### src/rtl/ram_pkg.sv
// ram_pkg: shared state encoding and sizing helper for the N-read / 1-write RAM.
`default_nettype none

package ram_pkg;

  typedef enum logic [0:0] {
    ST_CLEAR = 1'b0,
    ST_RUN   = 1'b1
  } ram_state_e;

  function automatic int depth_of(input int addr_width);
    return 1 << addr_width;
  endfunction

endpackage

`default_nettype wire

### src/rtl/ram_read_port.sv
// ram_read_port: one registered read port with optional write-to-read bypass.
`default_nettype none

module ram_read_port
  import ram_pkg::*;
#(
  parameter int WIDTH      = 32,
  parameter int ADDR_WIDTH = 5,
  parameter int BYPASS     = 1
) (
  input  logic                  clk,
  input  logic                  rst,
  input  logic                  run,
  input  logic [ADDR_WIDTH-1:0] raddr,
  input  logic [WIDTH-1:0]      mem_data,
  input  logic                  wen,
  input  logic [ADDR_WIDTH-1:0] waddr,
  input  logic [WIDTH-1:0]      wdata,
  output logic [WIDTH-1:0]      rdata
);

  logic             w_hit;
  logic [WIDTH-1:0] r_rdata;

  // Only the functional write port can be forwarded; debug writes never are.
  assign w_hit = (BYPASS != 0) && wen && (waddr == raddr);

  always_ff @(posedge clk) begin
    if (!rst || !run) begin
      r_rdata <= '0;
    end else if (w_hit) begin
      r_rdata <= wdata;
    end else begin
      r_rdata <= mem_data;
    end
  end

  assign rdata = r_rdata;

endmodule

`default_nettype wire

### src/rtl/ram_nr1w.sv
// ram_nr1w: N-read / 1-write synchronous RAM with debug port and post-reset zero-fill sweep.
`default_nettype none

module ram_nr1w
  import ram_pkg::*;
#(
  parameter int WIDTH          = 32,
  parameter int ADDR_WIDTH     = 5,
  parameter int NUM_RD         = 2,
  parameter int BYPASS         = 1,
  parameter int CLEAR_ON_RESET = 1
) (
  input  logic                         clk,
  input  logic                         rst,
  input  logic [NUM_RD*ADDR_WIDTH-1:0] raddr,
  output logic [NUM_RD*WIDTH-1:0]      rdata,
  input  logic [ADDR_WIDTH-1:0]        waddr,
  input  logic [WIDTH-1:0]             wdata,
  input  logic                         wen,
  input  logic [ADDR_WIDTH-1:0]        debug_addr,
  output logic [WIDTH-1:0]             debug_data,
  input  logic [ADDR_WIDTH-1:0]        debug_write_addr,
  input  logic [WIDTH-1:0]             debug_write_data,
  input  logic                         debug_write_en,
  output logic                         ready
);

  localparam int                    c_depth = depth_of(ADDR_WIDTH);
  localparam logic [ADDR_WIDTH-1:0] c_last  = ADDR_WIDTH'(c_depth - 1);

  logic [WIDTH-1:0]      r_mem [c_depth];
  ram_state_e            r_state;
  ram_state_e            w_state_next;
  logic [ADDR_WIDTH-1:0] r_cnt;
  logic                  r_ready;
  logic                  w_clear;
  logic                  w_run;
  logic                  w_collide;

  always_comb begin
    w_state_next = r_state;
    case (r_state)
      ST_CLEAR: if (r_cnt == c_last) w_state_next = ST_RUN;
      ST_RUN:   w_state_next = ST_RUN;
      default:  w_state_next = ST_RUN;
    endcase
  end

  always_ff @(posedge clk) begin
    if (!rst) begin
      r_state <= (CLEAR_ON_RESET != 0) ? ST_CLEAR : ST_RUN;
      r_cnt   <= '0;
      r_ready <= 1'b0;
    end else begin
      r_state <= w_state_next;
      if (r_state == ST_CLEAR) begin
        r_cnt <= r_cnt + ADDR_WIDTH'(1);
      end
      r_ready <= (r_state == ST_RUN) || (r_cnt == c_last);
    end
  end

  assign w_clear   = rst && (r_state == ST_CLEAR);
  assign w_run     = rst && (r_state == ST_RUN);
  assign w_collide = wen && (waddr == debug_write_addr);

  // The array itself is never reset; the sweep is the only way to zero it.
  always_ff @(posedge clk) begin
    if (w_clear) begin
      r_mem[r_cnt] <= '0;
    end else if (w_run) begin
      if (debug_write_en && !w_collide) begin
        r_mem[debug_write_addr] <= debug_write_data;
      end
      if (wen) begin
        r_mem[waddr] <= wdata;
      end
    end
  end

  assign debug_data = r_mem[debug_addr];
  assign ready      = r_ready;

  for (genvar gi = 0; gi < NUM_RD; gi++) begin : g_rd
    logic [ADDR_WIDTH-1:0] w_raddr;
    assign w_raddr = raddr[gi*ADDR_WIDTH +: ADDR_WIDTH];

    ram_read_port #(
      .WIDTH      (WIDTH),
      .ADDR_WIDTH (ADDR_WIDTH),
      .BYPASS     (BYPASS)
    ) u_rd (
      .clk      (clk),
      .rst      (rst),
      .run      (r_state == ST_RUN),
      .raddr    (w_raddr),
      .mem_data (r_mem[w_raddr]),
      .wen      (wen),
      .waddr    (waddr),
      .wdata    (wdata),
      .rdata    (rdata[gi*WIDTH +: WIDTH])
    );
  end

endmodule

`default_nettype wire

### config.mk
export PLATFORM = sky130hd
export DESIGN_NAME = ram_nr1w
export DESIGN_NICKNAME = d
export VERILOG_FILES = /design/src/rtl/ram_pkg.sv /design/src/rtl/ram_read_port.sv /design/src/rtl/ram_nr1w.sv
export SDC_FILE = /design/constraint.sdc
export NUM_CORES = 2
export LEC_CHECK = 0
export ABC_AREA = 0
export ABC_CLOCK_PERIOD_IN_PS = 4820
export BUFFER_PORTS_ARGS = -buffer_cell sky130_fd_sc_hd__buf_2
export CAP_MARGIN = 20
export CELL_PAD_IN_SITES_DETAIL_PLACEMENT = 1
export CELL_PAD_IN_SITES_GLOBAL_PLACEMENT = 2
export CORE_ASPECT_RATIO = 1.4
export CORE_MARGIN = 3
export CORE_UTILIZATION = 45
export CTS_CLUSTER_SIZE = 28
export DETAILED_ROUTE_END_ITERATION = 8
export GPL_ROUTABILITY_DRIVEN = 0
export GPL_TIMING_DRIVEN = 0
export HOLD_SLACK_MARGIN = 0.05
export MAX_ROUTING_LAYER = met4
export PLACE_DENSITY_LB_ADDON = 0.1
export SLEW_MARGIN = 20
export SYNTH_ARGS = -nofsm -noshare
export SYNTH_HDL_FRONTEND = slang
export SYNTH_SLANG_ARGS = --single-unit
### constraint.sdc
create_clock -name clk -period 4.82 [get_ports clk]
set_input_delay 0.241 -clock clk [delete_from_list [all_inputs] [get_ports clk]]
set_output_delay 0.241 -clock clk [all_outputs]
set_load 0.05 [all_outputs]
==> results.txt <==
* Run status: completed
- Clock tree root driver cell: clkbuf_16
* Detailed Routing Iterations Pass 1: 5
- Distinct cell type count after synthesis: 42
* Via count: 55400
- Via count of the first global-routing pass: 56100
- Area added between synthesis and finish: 13.1%
* Pwr Total: 0.0226 W
* Detail-routed via count per cell: 7.09
- Summed over all cells, the static leakage comes to 25.3 nW.
- Total number of H-tree levels: 3
- After synthesis the netlist holds a flip-flop and latch count of 1094.
- Launch point of the worst hold path: wdata[11]
* Area of all placed cells without fillers: 0.0772 mm2
- Entering global routing, the biggest net connects 23 pins.
- Layout cell share with drive strength beyond 1: 25.7%
- The worst pin sits at a relative slew slack of 11.8%.
- Post-cts sizing count: 0
- Portion of the clock cycle consumed by the worst path in the final layout: 86.2%
* Endpoint of the worst hold-timing path: r_mem[0][11]$_DFFE_PP_
- Counting I/O delays and the setup requirement, the final critical path takes 4.16 ns.
- Core Footprint: 0.150 mm2
- The endpoint identified for the worst register-to-register timing path is r_mem[3][12]$_DFFE_PP_.
- In the final routed layout, each cell accounts on average for 40.7 um.
- In this run the worst hold path is classified as input pin to flip-flop.
- Setup crit start kind: flip-flop
- Post-DRT Antenna Nets: 0
- In this run the power density over the cells is 292 mW/mm2.
- The total overflow left after global routing is 0.
- Count of buffers added by post-CTS timing repair for setup: 0
- The worst setup path is of the flip-flop to flip-flop kind.
- The routed design uses 148 mm of met2 wire.
* Height of the die: 467 um
- Final Hold Slack: 0.118 ns
- Largest fanout of any net on the critical path: 10
* Combined area of all synthesized cells: 0.0683 mm2
- Fill cells in the final layout number 15300.
- Synthesis produced a netlist with a net count of 5537.
- # port buffers: 143
* Wire length of the first global-routing pass: 436 mm
- Buffers inserted to repair hold after CTS numbered 0.
- Yosys mapped a number of flops with a built-in enable equal to 1024.
- Min-Delay Path Depth: 3
* Yosys Warn Count: 0
- Depth of the most critical reg-to-reg path: 7
- The floorplan step defined a die boundary enclosing 0.157 mm2.
- The first routing iteration left 7324 violations.
- The wire-length estimate of the detail-placed layout is 258 mm.
* Remaining design rule violation count: 0
- At the later pin of the worst-skew pair, clock insertion delay measures 0.79 ns.
- For the pin with the worst max-slew slack, the measured transition is 1.32 ns.
- At the end of the flow the core is filled with cells to 51.4%.
- Post-placement cell area: 0.0731 mm2
* Worst-case clock buffer depth: 3
- Routed length on met1: 109 mm
- The routed design uses 38.9 mm of met3 wire.
- Part of the Yosys area used for sequential elements: 47.1%
* Flip-flop cell with the highest count after synthesis: edfxtp_1
- Final routed wirelength across all metal layers: 318 mm
- CP top delay family: simple AND/OR/NAND/NOR gates
* Setup TNS after final layout: 0 ns
- For this design, the sink count on the clock tree is 1094.
* Max VDD drop: 0.309 mV
- The die is 335 um wide.
- Cell count after synthesis: 5442
* Total of endpoints with negative setup slack in the final report: 0
* Count of endpoints failing hold in the final timing report: 0
- Row generation in the floorplan step produced 168 rows.
* Net total in the final layout: 5844
- The number of max-slew violations in the final report came to 0.
- Type of destination of the critical path: flip-flop
* Arrival time of the worst setup path: 4.75 ns
- Setup repair after global routing left no endpoint under its margin.
* Worst reg-to-reg setup slack: 0.66 ns
- Bufs and invs on worst path: 2
- Worst path slowest cell: nor2_1
* CP Data Required Time: 5.42 ns
- TritonCTS created 114 clock buffers.
- Starting density of the core: 45.4%
- The tool flagged a number of max-cap violations equal to 0.
* Share of flip-flops with an asynchronous set or reset: 0%
- Clock-pin slew was measured on the worst setup and hold paths at 0.07 ns.
- Mapped Avg Cell Area: 12.5 um2
- Worst-path cell chain: and3_1, buf_2, nand3_1, nor2_1, clkbuf_1, nand2_1, o21ai_0
* Highest clock frequency the design can meet: 241 MHz
- Startpoint of the worst register-to-register path: r_state$_SDFF_PN0_
- Global routing used 41.6% of the available tracks across all layers.
- For the final database, setup skew stands at 0.0313 ns.
* Number of antenna violations at the first check in global routing: 26
- TritonCTS built the clock tree.
- Top routing layer used: met4
- 190 I/O pins were placed.
* Worst stage delay on the critical path: 1.22 ns
==> registers in the layout, indices dropped and copies added, names as in the netlist <==
signal           count
r_state              1
r_cnt                5
r_mem             1024
g_rd.u_rd.rdata     64
==> worst reg2reg max path, cell delays in order (launching register included) <==
cell      delay (ns)
dfxtp_1         0.48
and3_1          0.21
buf_2           0.16
nand3_1         0.58
nor2_1          1.22
clkbuf_1        1.03
nand2_1         0.16
o21ai_0         0.15
==> routing by layer <==
layer | vias up | track usage (%)
met5 | - | -
met4 | 0 | 23.6
met3 | 734 | 11.2
met2 | 3756 | 64.5
met1 | 29000 | 49.3
li1 | 21900 | -
==> where the power goes <==
part | switching (W) | total, W | internal [W] | leakage (nW)
registers | 0.0000402 | 0.0103 | 0.0103 | 10.8
logic | 0.00151 | 0.00223 | 0.000724 | 12.5
clock network | 0.00431 | 0.0100 | 0.00570 | 2.00
==> layout make-up <==
type / count / area (um2) / share of cell area [%]
clock buffer: 143 / 3260 / 4.23
buffer: 724 / 3060 / 3.96
clock inverter: 69 / 807 / 1.04
sequential: 1094 / 32200 / 41.6
antenna: 14 / 35.0 / 0.0454
tap: 1955 / 2450 / 3.17
inverter: 2 / 7.51 / 0.00972
timing repair buffer: 191 / 1810 / 2.35
multi-input combinational: 3622 / 33600 / 43.6
==> worst max-delay path by stage <==
| stage | start | to | slack (ns) | depth (start not counted) |
|---|---|---|---|---|
| floorplan | r_state$_SDFF_PN0_ | r_mem[21][0]$_DFFE_PP_ | 0.98 | 5 |
| CTS | r_state$_SDFF_PN0_ | r_mem[3][12]$_DFFE_PP_ | 0.90 | 7 |
| detailed placement | raddr[7] | g_rd[1].u_rd.rdata[21]$_SDFF_PP0_ | 0.67 | 7 |
| global placement | rst | r_mem[5][17]$_DFFE_PP_ | -1.49 | 7 |
| global route | r_state$_SDFF_PN0_ | r_mem[18][14]$_DFFE_PP_ | 0.75 | 7 |
| finish | r_state$_SDFF_PN0_ | r_mem[3][12]$_DFFE_PP_ | 0.66 | 7 |
==> cell families (layout without fill, tap and decap cells) <==
family / count (synthesis) / in the layout / synth area share [%]
xor+xnor: 17 / 17 / 0.218
mux: 934 / 934 / 29.0
fa+ha+maj: 2 / 2 / 0.0366
buf+inv: 726 / 1129 / 4.44
compound gates: 1395 / 1395 / 11.8
other cells: 0 / 14 / 0
flops: 1094 / 1094 / 47.1
simple gates: 1274 / 1274 / 7.44
==> cell usage in the layout (no fill, tap or decap), drive strengths merged, types with 3 or more instances in the layout <==
master and n:
clkbuf 672, xor2 14, a31oi 3, clkinv 39
inv 10, mux2i 69, nor2b 75, diode 14
nand2 1127, and3 4, nor2 32, xnor2 3
o21ai 1026, o22ai 24, mux4 832, a22oi 128
nor3 11, edfxtp 1024, nand3b 5, o21bai 8
a221o 64, a211oi 128, nand3 5, clkinvlp 5
dfxtp 70, mux2 33, bufinv 17, a32oi 8
buf 386, and2 7
==> cells in the mapped netlist (3+ instances only) <==
| cell type | count | area [um2] |
|---|---|---|
| clkbuf_1 | 528 | 1980 |
| xor2_1 | 14 | 123 |
| nor3_1 | 11 | 55.1 |
| a22oi_1 | 128 | 961 |
| nand2_1 | 1127 | 4230 |
| o21bai_1 | 8 | 60.1 |
| and3_1 | 4 | 25.0 |
| and2_1 | 7 | 43.8 |
| dfxtp_1 | 70 | 1400 |
| nand3_1 | 5 | 25.0 |
| o22ai_1 | 24 | 150 |
| a32oi_1 | 8 | 70.1 |
| buf_1 | 23 | 86.3 |
| mux2i_1 | 68 | 681 |
| a221o_1 | 64 | 641 |
| buf_2 | 144 | 721 |
| buf_6 | 4 | 45.0 |
| nand3b_1 | 5 | 37.5 |
| nor2_1 | 26 | 97.6 |
| o21ai_0 | 1026 | 5130 |
| edfxtp_1 | 1024 | 30700 |
| mux2_2 | 33 | 372 |
| mux4_2 | 832 | 18700 |
| a211oi_1 | 128 | 961 |
| buf_4 | 25 | 188 |
| xnor2_1 | 3 | 26.3 |
| nor2_2 | 6 | 37.5 |
| nor2b_1 | 75 | 469 |
==> stage by stage <==
step                setup slack (ns)  instances
finish                         0.663       7814
global route                   0.749       7811
CTS                            0.899       7799
detailed placement             0.665       7587
global placement               -1.49       7540
floorplan                      0.983       5442
No activity file was read; power rests on OpenSTA's default activity.
